$ cat config.mk
export PLATFORM = sky130hd
export DESIGN_NAME = wb_arbiter_flat
export DESIGN_NICKNAME = d
export VERILOG_FILES = /design/src/rtl/wb_arbiter_if.sv /design/src/rtl/wb_arbiter.sv /design/src/flat_wrapper.sv
export SDC_FILE = /design/constraint.sdc
export NUM_CORES = 1
export LEC_CHECK = 0
export BUFFER_PORTS_ARGS = -buffer_cell sky130_fd_sc_hd__buf_2
export CAP_MARGIN = 10
export CORE_MARGIN = 5
export CORE_UTILIZATION = 45
export CTS_BUF_LIST = sky130_fd_sc_hd__clkbuf_8
export DETAILED_ROUTE_END_ITERATION = 6
export PLACE_DENSITY = 0.72
export SLEW_MARGIN = 20
export SYNTH_ARGS = -nofsm -noshare
export SYNTH_HDL_FRONTEND = slang
export SYNTH_SLANG_ARGS = --single-unit
$ cat constraint.sdc
create_clock -name clk -period 4 [get_ports clk]
set_clock_uncertainty 0.15 [all_clocks]
set_input_delay 0.8 -clock clk [delete_from_list [all_inputs] [get_ports clk]]
set_output_delay 0.8 -clock clk [all_outputs]
set_load 0.02 [all_outputs]
$ cat src/rtl/wb_arbiter_if.sv
// Bus bundle between the two execution units, the writeback arbiter and the
// register-file / scoreboard ports.
interface wb_arbiter_if #(
  parameter int DATA_W = 64
);
  logic              eu0_valid;
  logic [5:0]        eu0_rn;
  logic [DATA_W-1:0] eu0_data;
  logic              eu0_ready;
  logic              eu1_valid;
  logic [5:0]        eu1_rn;
  logic [DATA_W-1:0] eu1_data;
  logic              eu1_ready;
  logic              rf_we;
  logic [5:0]        rf_rn;
  logic [DATA_W-1:0] rf_data;
  logic [5:0]        free0_rn;
  logic [5:0]        free1_rn;
  logic              idle;

  // master: the result producers; slave: the arbiter
  modport master (
    output eu0_valid, eu0_rn, eu0_data, eu1_valid, eu1_rn, eu1_data,
    input  eu0_ready, eu1_ready, rf_we, rf_rn, rf_data, free0_rn, free1_rn, idle
  );
  modport slave (
    input  eu0_valid, eu0_rn, eu0_data, eu1_valid, eu1_rn, eu1_data,
    output eu0_ready, eu1_ready, rf_we, rf_rn, rf_data, free0_rn, free1_rn, idle
  );
endinterface

$ cat src/rtl/wb_arbiter.sv
// Writeback arbiter: two per-unit result FIFOs feeding one register-file write
// port. Define WB_RR_EN for round-robin tie-break; otherwise unit 0 wins ties.
module wb_arbiter #(
  parameter int DEPTH  = 4,
  parameter int DATA_W = 64
) (
  input logic        clk,
  input logic        rst,
  wb_arbiter_if.slave bus
);
  localparam int PTR_W = $clog2(DEPTH);
  localparam int CNT_W = PTR_W + 1;

  logic [5:0]        mem_rn   [2][DEPTH];
  logic [DATA_W-1:0] mem_data [2][DEPTH];
  logic [PTR_W-1:0]  wr_ptr   [2];
  logic [PTR_W-1:0]  rd_ptr   [2];
  logic [CNT_W-1:0]  count    [2];

  logic [1:0]        in_valid;
  logic [5:0]        in_rn    [2];
  logic [DATA_W-1:0] in_data  [2];
  logic [1:0]        ready;
  logic [1:0]        head_vld;
  logic [1:0]        push;
  logic [1:0]        pop;
  logic              gnt_any;
  logic              gnt_sel;
  logic              tie_sel;
  logic [5:0]        head_rn;
  logic [DATA_W-1:0] head_data;

  logic              rf_we_q;
  logic [5:0]        rf_rn_q;
  logic [DATA_W-1:0] rf_data_q;

  assign in_valid   = {bus.eu1_valid, bus.eu0_valid};
  assign in_rn[0]   = bus.eu0_rn;
  assign in_rn[1]   = bus.eu1_rn;
  assign in_data[0] = bus.eu0_data;
  assign in_data[1] = bus.eu1_data;

  // Ready looks only at current occupancy, so a full FIFO stays closed for
  // the whole cycle even while it is being popped.
  always_comb begin
    ready    = '0;
    head_vld = '0;
    for (int u = 0; u < 2; u++) begin
      ready[u]    = (count[u] != CNT_W'(DEPTH));
      head_vld[u] = (count[u] != '0);
    end
    push = in_valid & ready;
  end

`ifdef WB_RR_EN
  logic last;

  always_ff @(posedge clk or posedge rst) begin
    if (rst)          last <= 1'b1;
    else if (gnt_any) last <= gnt_sel;
  end

  assign tie_sel = ~last;
`else
  assign tie_sel = 1'b0;
`endif

  always_comb begin
    gnt_any = |head_vld;
    gnt_sel = 1'b0;
    pop     = '0;
    if (head_vld == 2'b11) gnt_sel = tie_sel;
    else                   gnt_sel = ~head_vld[0];
    if (gnt_any) pop[gnt_sel] = 1'b1;
  end

  assign head_rn   = mem_rn[gnt_sel][rd_ptr[gnt_sel]];
  assign head_data = mem_data[gnt_sel][rd_ptr[gnt_sel]];

  always_ff @(posedge clk) begin
    for (int u = 0; u < 2; u++) begin
      if (push[u]) begin
        mem_rn[u][wr_ptr[u]]   <= in_rn[u];
        mem_data[u][wr_ptr[u]] <= in_data[u];
      end
    end
  end

  always_ff @(posedge clk or posedge rst) begin
    if (rst) begin
      for (int u = 0; u < 2; u++) begin
        wr_ptr[u] <= '0;
        rd_ptr[u] <= '0;
        count[u]  <= '0;
      end
    end else begin
      for (int u = 0; u < 2; u++) begin
        if (push[u]) wr_ptr[u] <= wr_ptr[u] + PTR_W'(1);
        if (pop[u])  rd_ptr[u] <= rd_ptr[u] + PTR_W'(1);
        count[u] <= count[u] + CNT_W'(push[u]) - CNT_W'(pop[u]);
      end
    end
  end

  // r0 entries are consumed but never written or released.
  always_ff @(posedge clk or posedge rst) begin
    if (rst) begin
      rf_we_q   <= 1'b0;
      rf_rn_q   <= '0;
      rf_data_q <= '0;
    end else if (gnt_any) begin
      rf_we_q   <= (head_rn != 6'd0);
      rf_rn_q   <= head_rn;
      rf_data_q <= head_data;
    end else begin
      rf_we_q   <= 1'b0;
    end
  end

  assign bus.eu0_ready = ready[0];
  assign bus.eu1_ready = ready[1];
  assign bus.rf_we     = rf_we_q;
  assign bus.rf_rn     = rf_rn_q;
  assign bus.rf_data   = rf_data_q;
  assign bus.free0_rn  = rf_we_q ? rf_rn_q : 6'd0;
  assign bus.free1_rn  = 6'd0;
  assign bus.idle      = (count[0] == '0) && (count[1] == '0) && !rf_we_q;
endmodule

$ cat src/flat_wrapper.sv
// flat-port wrapper written by rule: the top's interface ports become plain ports
module wb_arbiter_flat 
#(
  parameter int DEPTH  = 4,
  parameter int DATA_W = 64
)
  (clk, rst, bus_eu0_valid, bus_eu0_rn, bus_eu0_data, bus_eu1_valid, bus_eu1_rn, bus_eu1_data, bus_eu0_ready, bus_eu1_ready, bus_rf_we, bus_rf_rn, bus_rf_data, bus_free0_rn, bus_free1_rn, bus_idle);
  wb_arbiter_if #(.DATA_W(DATA_W)) bus_i ();
  input logic clk;
  input logic rst;
  input wire logic [$bits(bus_i.eu0_valid)-1:0] bus_eu0_valid;
  input wire logic [$bits(bus_i.eu0_rn)-1:0] bus_eu0_rn;
  input wire logic [$bits(bus_i.eu0_data)-1:0] bus_eu0_data;
  input wire logic [$bits(bus_i.eu1_valid)-1:0] bus_eu1_valid;
  input wire logic [$bits(bus_i.eu1_rn)-1:0] bus_eu1_rn;
  input wire logic [$bits(bus_i.eu1_data)-1:0] bus_eu1_data;
  output wire logic [$bits(bus_i.eu0_ready)-1:0] bus_eu0_ready;
  output wire logic [$bits(bus_i.eu1_ready)-1:0] bus_eu1_ready;
  output wire logic [$bits(bus_i.rf_we)-1:0] bus_rf_we;
  output wire logic [$bits(bus_i.rf_rn)-1:0] bus_rf_rn;
  output wire logic [$bits(bus_i.rf_data)-1:0] bus_rf_data;
  output wire logic [$bits(bus_i.free0_rn)-1:0] bus_free0_rn;
  output wire logic [$bits(bus_i.free1_rn)-1:0] bus_free1_rn;
  output wire logic [$bits(bus_i.idle)-1:0] bus_idle;
  assign bus_i.eu0_valid = bus_eu0_valid;
  assign bus_i.eu0_rn = bus_eu0_rn;
  assign bus_i.eu0_data = bus_eu0_data;
  assign bus_i.eu1_valid = bus_eu1_valid;
  assign bus_i.eu1_rn = bus_eu1_rn;
  assign bus_i.eu1_data = bus_eu1_data;
  assign bus_eu0_ready = bus_i.eu0_ready;
  assign bus_eu1_ready = bus_i.eu1_ready;
  assign bus_rf_we = bus_i.rf_we;
  assign bus_rf_rn = bus_i.rf_rn;
  assign bus_rf_data = bus_i.rf_data;
  assign bus_free0_rn = bus_i.free0_rn;
  assign bus_free1_rn = bus_i.free1_rn;
  assign bus_idle = bus_i.idle;
  wb_arbiter #(.DEPTH(DEPTH), .DATA_W(DATA_W)) u_core (.clk(clk), .rst(rst), .bus(bus_i));
endmodule
Yosys cells after proc, flatten, opt, wreduce, memory -nomap -nowiden:

Memory sizes are Yosys's and may differ from the RTL's.
Index checks and enable logic that the tools add are counted.

* bits in registers: 85
* memory bits (writable): 560
* input port bits: 144
* memories: 2

* add/subtract/negate cells: 8
* magnitude comparators: 8
* eq/ne operators: 3
* mux-type cells: 29
* bitwise logic cells: 6
* reductions and logical operators: 12

Memory list
* u_core.mem_data: words 2, bits a word 256, read ports 1, clocked after Yosys merged registers in 0, wr ports 2, RTL line wb_arbiter.sv:15 `logic [DATA_W-1:0] mem_data [2][DEPTH];`
* u_core.mem_rn: words 2, bits a word 24, read ports 1, clocked after Yosys merged registers in 0, wr ports 2, RTL line wb_arbiter.sv:14 `logic [5:0] mem_rn [2][DEPTH];`

Operators with widths (count)
* 256-bit 2-to-1 mux: 2
* 64-bit demux with 2-bit select: 2
* 64-bit 2-to-1 mux: 4
* 64-bit binary-select mux with 2-bit select: 1
* 24-bit 2-to-1 mux: 2
* 6-bit 2-to-1 mux: 5
* 6-bit demux with 2-bit select: 2
* 6-bit binary-select mux with 2-bit select: 1
* 3-bit >= comparator, second input constant: 3
* 2-bit inverter with 3-bit output: 3
* 2-bit by 1-bit adder with 2-bit output, second input constant: 4
* 2-bit 2-to-1 mux: 4
* 3-bit by 1-bit adder with 3-bit output: 2
* 3-bit zero test: 2
* 3-bit by 1-bit < comparator with 1-bit output, second input constant: 2
* 3-bit inequality test, second input constant: 2
* 3-bit nonzero test: 2
* 6-bit nonzero test: 1
* 3-bit by 1-bit subtractor with 3-bit output: 2
* 1-bit logical AND: 5
* 1-bit 2-to-1 mux: 5
* 2-bit bitwise AND: 1
* 2-bit == test, second input constant: 1
* 2-bit >= comparator, second input constant: 1
* 7 further kinds: 7

Logic depth before layout (Yosys ltp):

Gate-level depths: netlist of run 1.

* depth after elaboration: 13
* depth in mapped cells: 10
* mapped depth without buffers: 9

Worst setup path after synthesis of run 1:

Ideal clock, no wire load.

* kind: in2reg
* from: in bus_eu0_valid
* to: mem u_core.mem_data[0][0] (netlist bit) (enable)
* arrival: 2479 ps
* path slack: 934 ps
* stages: 1
* buffers on the path: 0
* cells stage by stage: and3_1

RTL lines
* from (decl): RTL line flat_wrapper.sv:11 `input wire logic [$bits(bus_i.eu0_valid)-1:0] bus_eu0_valid;`
* to (decl): RTL line wb_arbiter.sv:15

Worst setup path in the final report of run 1:

* from: reg u_core.count[4] (netlist bit)
* to: out bus_idle

* word-level cells in the longest chain between the ends: 3

Ends and longest elaborated chain
* from (decl): RTL line wb_arbiter.sv:18 `logic [CNT_W-1:0] count [2];`
* from (signal, indexed assignment): RTL line wb_arbiter.sv:100 `count[u] <= count[u] + CNT_W'(push[u]) - CNT_W'(pop[u]);`
* 3-bit zero test: RTL line wb_arbiter.sv:127 `assign bus.idle = (count[0] == '0) && (count[1] == '0) && !rf_we_q;`
* 1-bit logical AND (2 in series): RTL line wb_arbiter.sv:127
* to (decl): RTL line flat_wrapper.sv:24 `output wire logic [$bits(bus_i.idle)-1:0] bus_idle;`

No other way between the ends.

==> reports/qor.yml, run 1 <==
rows: 85
synth_top_area_share: 0.682
num-nets-final: 1727
grt_max_degree: 128
antenna_found_initial: 19
drt_wl_total_mm: 57.6
core-area_sq_um: 54000
initial_utilization: 0.456
grt_pass1_vias: 14000
fin_util: 0.528
die_h_um: 244
ys_top_cells_by_count: "edfxtp_1, mux2i_1, o221ai_1, dfrtp_1, a22o_1"
die_area_sq_um: 59600
hold_viol_final: 0
synth_cells: 1304
path_max_fanout: 59
maxCapViolations: 0
cts_tree: "yes"
synth.most_common_cell: "edfxtp_1"
die_w_um: 244
leakagePower_nw: 10.8
grt_pass1_wl_mm: 85.6
dr.pass1.iters: 5
ant_nets: 0
num_io_pins: 230
async_flop_share: 0.132
hpwlAfterDp_mm: 32.2
place_ws_ps: 887
relSlewSlack: 0.311
status: "complete, no violations"
drive_gt1_frac: 0.241
clkTransAtPathRegs_ps: 60
period_needed_ps: 3650
cts_root_buf: "clkbuf_8"
ys_types: 39
peakVddDrop_mv: 0.664
clock_sinks: 645
worst_hold_slack_ps: 57.0
highest_layer: "met5"
cts-hold-fix-buffers: 0
setup_violations: 0
required_ps: 3050
yosys.area.top_type: "edfxtp_1"
gp_congestion: 0.734
place_area_sq_um: 26600
synth_area_sq_um: 24700
wire_per_inst_um: 24.4
clk_path_buf_depth: 3
hp-class: "input pin to asynchronous set/reset pin"
dr_wl_met2_mm: 28.3
synthFlopType: "edfxtp_1"
area_growth_pct: 15.6
r2r_slack_ps: 990
r2r_start: "u_core.count[4]"
grt_setup_unrepaired: "false"
drt_iter0_drc: 1041
critPathLaunchType: "register"
ys_top_cells_by_area: "edfxtp_1, mux2i_1, dfrtp_1, o221ai_1, a22o_1"
dp.cells: 2161
syn_avg_cell_area_sq_um: 18.9
gr-total-overflow: 0
power_mw: 22.3
critPathKind: "register to output port"
synth-seq-area-share: 0.768
final_area_sq_um: 28500
cts_buffers: 102
max_freq_ghz: 0.274
fillCellCount: 4275
slew_viol_final: 0
grt_use_total: 0.189
fin_ws_ps: 351
fin_crit_sh: 0.912
wl_met1_mm: 24.1
vias: 13300
instances_no_fill: 2363
met3_length_mm: 3.98
p_per_area_nw_per_um2: 782
viasPerCell: 5.62
port_buffers: 223
finalSetupTns_ps: 0
worst_pin_slew_ps: 1030
reg2reg_to: "u_core.bus.rf_data[63]"
synth_edf_count: 560
htreeDepth: 3
arrival_ps: 2700
critPathCaptureType: "output port"
clk_latency_ps: 690
ys_warn_count: 0
worstRegToRegCells: 6
cts_resized: 0
drc: 0
synth_seq_cells: 645
cts_setup_buffers: 0
metal layers:
metal,GRT usage,up-vias
met5,0,-
met4,0.0579,16
met3,0.0518,93
met2,0.314,458
met1,0.247,6822
li1,-,5898
how the worst max path moves through the flow:
stage / startpoint / to / slack [ps] / cells after the start
floorplan: rst / u_core.bus.rf_data[0] / 860 / 1
global placement: u_core.count[4] / bus_idle / 890 / 5
detailed placement: u_core.count[4] / bus_idle / 890 / 5
CTS: u_core.count[4] / bus_idle / 90 / 5
global route: u_core.count[4] / bus_idle / 110 / 5
finish: u_core.count[4] / bus_idle / 350 / 5
registers in the layout, summed over array words and instances, names as in the netlist:
register and count:
u_core.rd_ptr 4, u_core.mem_data 512, u_core.mem_rn 48, u_core.wr_ptr 4, u_core.bus.rf_rn 6, u_core.bus.rf_we 1
u_core.bus.rf_data 64, u_core.count 6
report_power, final:
part,internal (mW),leakage (nW),switching [mW],total [mW]
registers,9.07,6.10,0.750,9.82
clock network,2.58,1.14,2.47,5.05
logic,2.90,3.51,4.51,7.41
worst max-delay path: stages, from the launching register on:
cell and delay (ps):
dfrtp_1 470, nor3_2 240, buf_6 470, nand2_1 430, nor2_1 190, buf_2 190
final cells by class:
class                      instances  area [sq um]  share of cell area
sequential                       645         18900               0.665
multi-input combinational        559          5260               0.185
clock buffer                     113          1560              0.0545
timing repair buffer             246          1470              0.0515
tap                              696           871              0.0305
clock inverter                    79           325              0.0114
inverter                          15          58.8             0.00206
antenna                           10          25.0            0.000878
logic make-up (layout without fill, tap and decap cells):
family | after synthesis | in the layout | synth area share
compound gates | 211 | 211 | 0.0731
xor+xnor | 10 | 10 | 0.00355
fa+ha+maj | 14 | 14 | 0.00771
buf+inv | 105 | 453 | 0.0224
flops | 645 | 645 | 0.768
mux | 272 | 272 | 0.115
other cells | 1 | 16 | 0.000152
simple gates | 46 | 46 | 0.0103
placed cells by master, fill, tap and decap left out, drive strengths merged, types with 9 or more instances in the layout:
master | synthesis | routed
a22o | 63 | 63
and2 | 9 | 9
buf | 47 | 246
clkbuf | 43 | 113
clkinv | 0 | 27
dfrtp | 85 | 85
diode | 0 | 10
edfxtp | 560 | 560
ha | 12 | 12
inv | 15 | 63
mux2i | 263 | 263
nor2 | 11 | 11
o221ai | 126 | 126
xnor2 | 9 | 9
Power figures use the tool's default switching activity.
==> run 2, diff against run 1 <==
--- a/config.mk
+++ b/config.mk
@@ -7,11 +7,14 @@
 export LEC_CHECK = 0
 export BUFFER_PORTS_ARGS = -buffer_cell sky130_fd_sc_hd__buf_2
 export CAP_MARGIN = 10
+export CELL_PAD_IN_SITES_DETAIL_PLACEMENT = 1
+export CELL_PAD_IN_SITES_GLOBAL_PLACEMENT = 1
 export CORE_MARGIN = 5
 export CORE_UTILIZATION = 45
 export CTS_BUF_LIST = sky130_fd_sc_hd__clkbuf_8
 export DETAILED_ROUTE_END_ITERATION = 6
-export PLACE_DENSITY = 0.72
+export PLACE_DENSITY = 0.8
+export SETUP_SLACK_MARGIN = 0.2
 export SLEW_MARGIN = 20
 export SYNTH_ARGS = -nofsm -noshare
 export SYNTH_HDL_FRONTEND = slang
==> run 2 against run 1 <==
Against the previous run: combinational power increased by 3.2%; first-iteration DRC count decreased by 17%; routed wire length rose by 11%; utilization is 0.36 points higher; critical endpoint unchanged; via count grew 2.5%; hold slack better by 66 ps; sequential power is essentially flat; global-route usage up 2.4 points; critical path type unchanged; sequential share of layout area down 0.45 points; design area grew 0.68%.
==> reports/qor.yml, run 2 (synthesis gave the netlist of run 1 again) <==
place_ws_ps: 931
grt_pass1_vias: 15200
grt_setup_unrepaired: "false"
peakVddDrop_mv: 0.827
crit_family: "simple AND/OR/NAND/NOR gates"
cpPeakStageDelay_ps: 500
drt_iter0_drc: 859
status: "complete, no violations"
clk_latency_ps: 700
arrival_ps: 2540
place_area_sq_um: 26600
wire_per_inst_um: 27.2
port_buffers: 223
cts_setup_buffers: 0
fin_ws_ps: 514
final_area_sq_um: 28700
core-area_sq_um: 54000
slowest_stage: "nor3_2"
crit_path_cell_trace: "nor3_2 -> nand2_1 -> nor2_1 -> buf_2"
clk_path_buf_depth: 3
power_mw: 23.1
drc: 0
p_per_area_nw_per_um2: 806
gp_congestion: 0.739
grt_max_degree: 136
finalSetupTns_ps: 0
required_ps: 3050
grt_pass1_wl_mm: 95.7
die_h_um: 244
period_needed_ps: 3490
htreeDepth: 3
num_io_pins: 230
largest_reg_flops: 512
hp-class: "input pin to asynchronous set/reset pin"
critPathKind: "register to output port"
die_area_sq_um: 59600
hold_viol_final: 0
clock_sinks: 645
cts_tree: "yes"
die_w_um: 244
worst_pin_slew_ps: 1110
fin_crit_sh: 0.871
cts_buffers: 103
leakagePower_nw: 10.8
clkTransAtPathRegs_ps: 60
layout_commonest_cell: "edfxtp_1"
initial_utilization: 0.456
drt_wl_total_mm: 64.1
cts_resized: 0
cts_root_buf: "clkbuf_8"
num-nets-final: 1727
antenna_found_initial: 11
ant_nets: 0
viasPerCell: 5.77
maxCapViolations: 0
vias: 13600
dr.pass1.iters: 5
critPathLaunchType: "register"
final_cell_mix: "edfxtp_1, mux2i_1, buf_2, o221ai_1, clkbuf_8"
hpwlAfterDp_mm: 36.5
critPathCaptureType: "output port"
crit_buf_inv: 1
max_freq_ghz: 0.287
drive_gt1_frac: 0.250
gr-total-overflow: 0
grt_use_total: 0.213
area_growth_pct: 16.4
slew_viol_final: 0
path_max_fanout: 14
setup_violations: 0
cts-hold-fix-buffers: 0
rows: 85
relSlewSlack: 0.262
[run 2: changes by cell type in the layout (fill, tap and decap cells not counted), sizes merged]
cell / change
buf: -1
clkbuf: +13
clkinvlp: -2
bufinv: +3
clkinv: +3
diode: -4
inv: -16
[run 2: worst reg2reg max path, cell delays in order, from the launching register on]
cell,delay (ps)
dfrtp_1,450
nor3_2,500
inv_1,160
mux2_4,650
buf_4,560
o221ai_1,250
a22o_1,250
[run 2: path summary, 6_finish.rpt]
check	start	to	slack, ps	depth (start not counted)
worst max-delay path	u_core.count[3]	bus_idle	510	4
worst min-delay path	rst	u_core.bus.rf_data[10]	120	2
worst max register to register	u_core.count[3]	u_core.bus.rf_data[60]	900	6
worst min register to register	u_core.bus.rf_data[13]	u_core.bus.rf_data[13]	360	1
max in group asynchronous	rst	u_core.bus.rf_data[25]	2750	3
min in group clk	bus_eu0_data[21]	u_core.mem_data[0][149]	170	1
[run 2: final cells by class]
cell class / instances / area [sq um]
inverters: 15 / 58.8
flip-flops and latches: 645 / 18900
well taps: 696 / 871
fillers: 5017 / 25300
clock inverters: 67 / 360
repair buffers: 245 / 1460
clock buffers: 126 / 1730
multi-input cells: 559 / 5260
diodes: 6 / 15.0
[run 2: metrics by stage]
step	utilization	hold WS (ps)	std cells
global route	0.531	110	2356
finish	0.531	123	2359
global placement	0.492	334	2160
detailed placement	0.492	340	2160
floorplan	-	426	1309
CTS	0.531	85.8	2353
[run 2: per-layer routing]
metal | track usage | wire length (um)
met5 | 0 | 29
met4 | 0.0719 | 1360
met3 | 0.0456 | 3860
met2 | 0.381 | 33800
met1 | 0.259 | 25100
[run 2: report_power, final]
part | leakage [nW] | internal (mW) | switching [mW]
logic | 3.50 | 2.91 | 4.74
registers | 6.10 | 9.07 | 0.780
clock network | 1.19 | 3.04 | 2.58
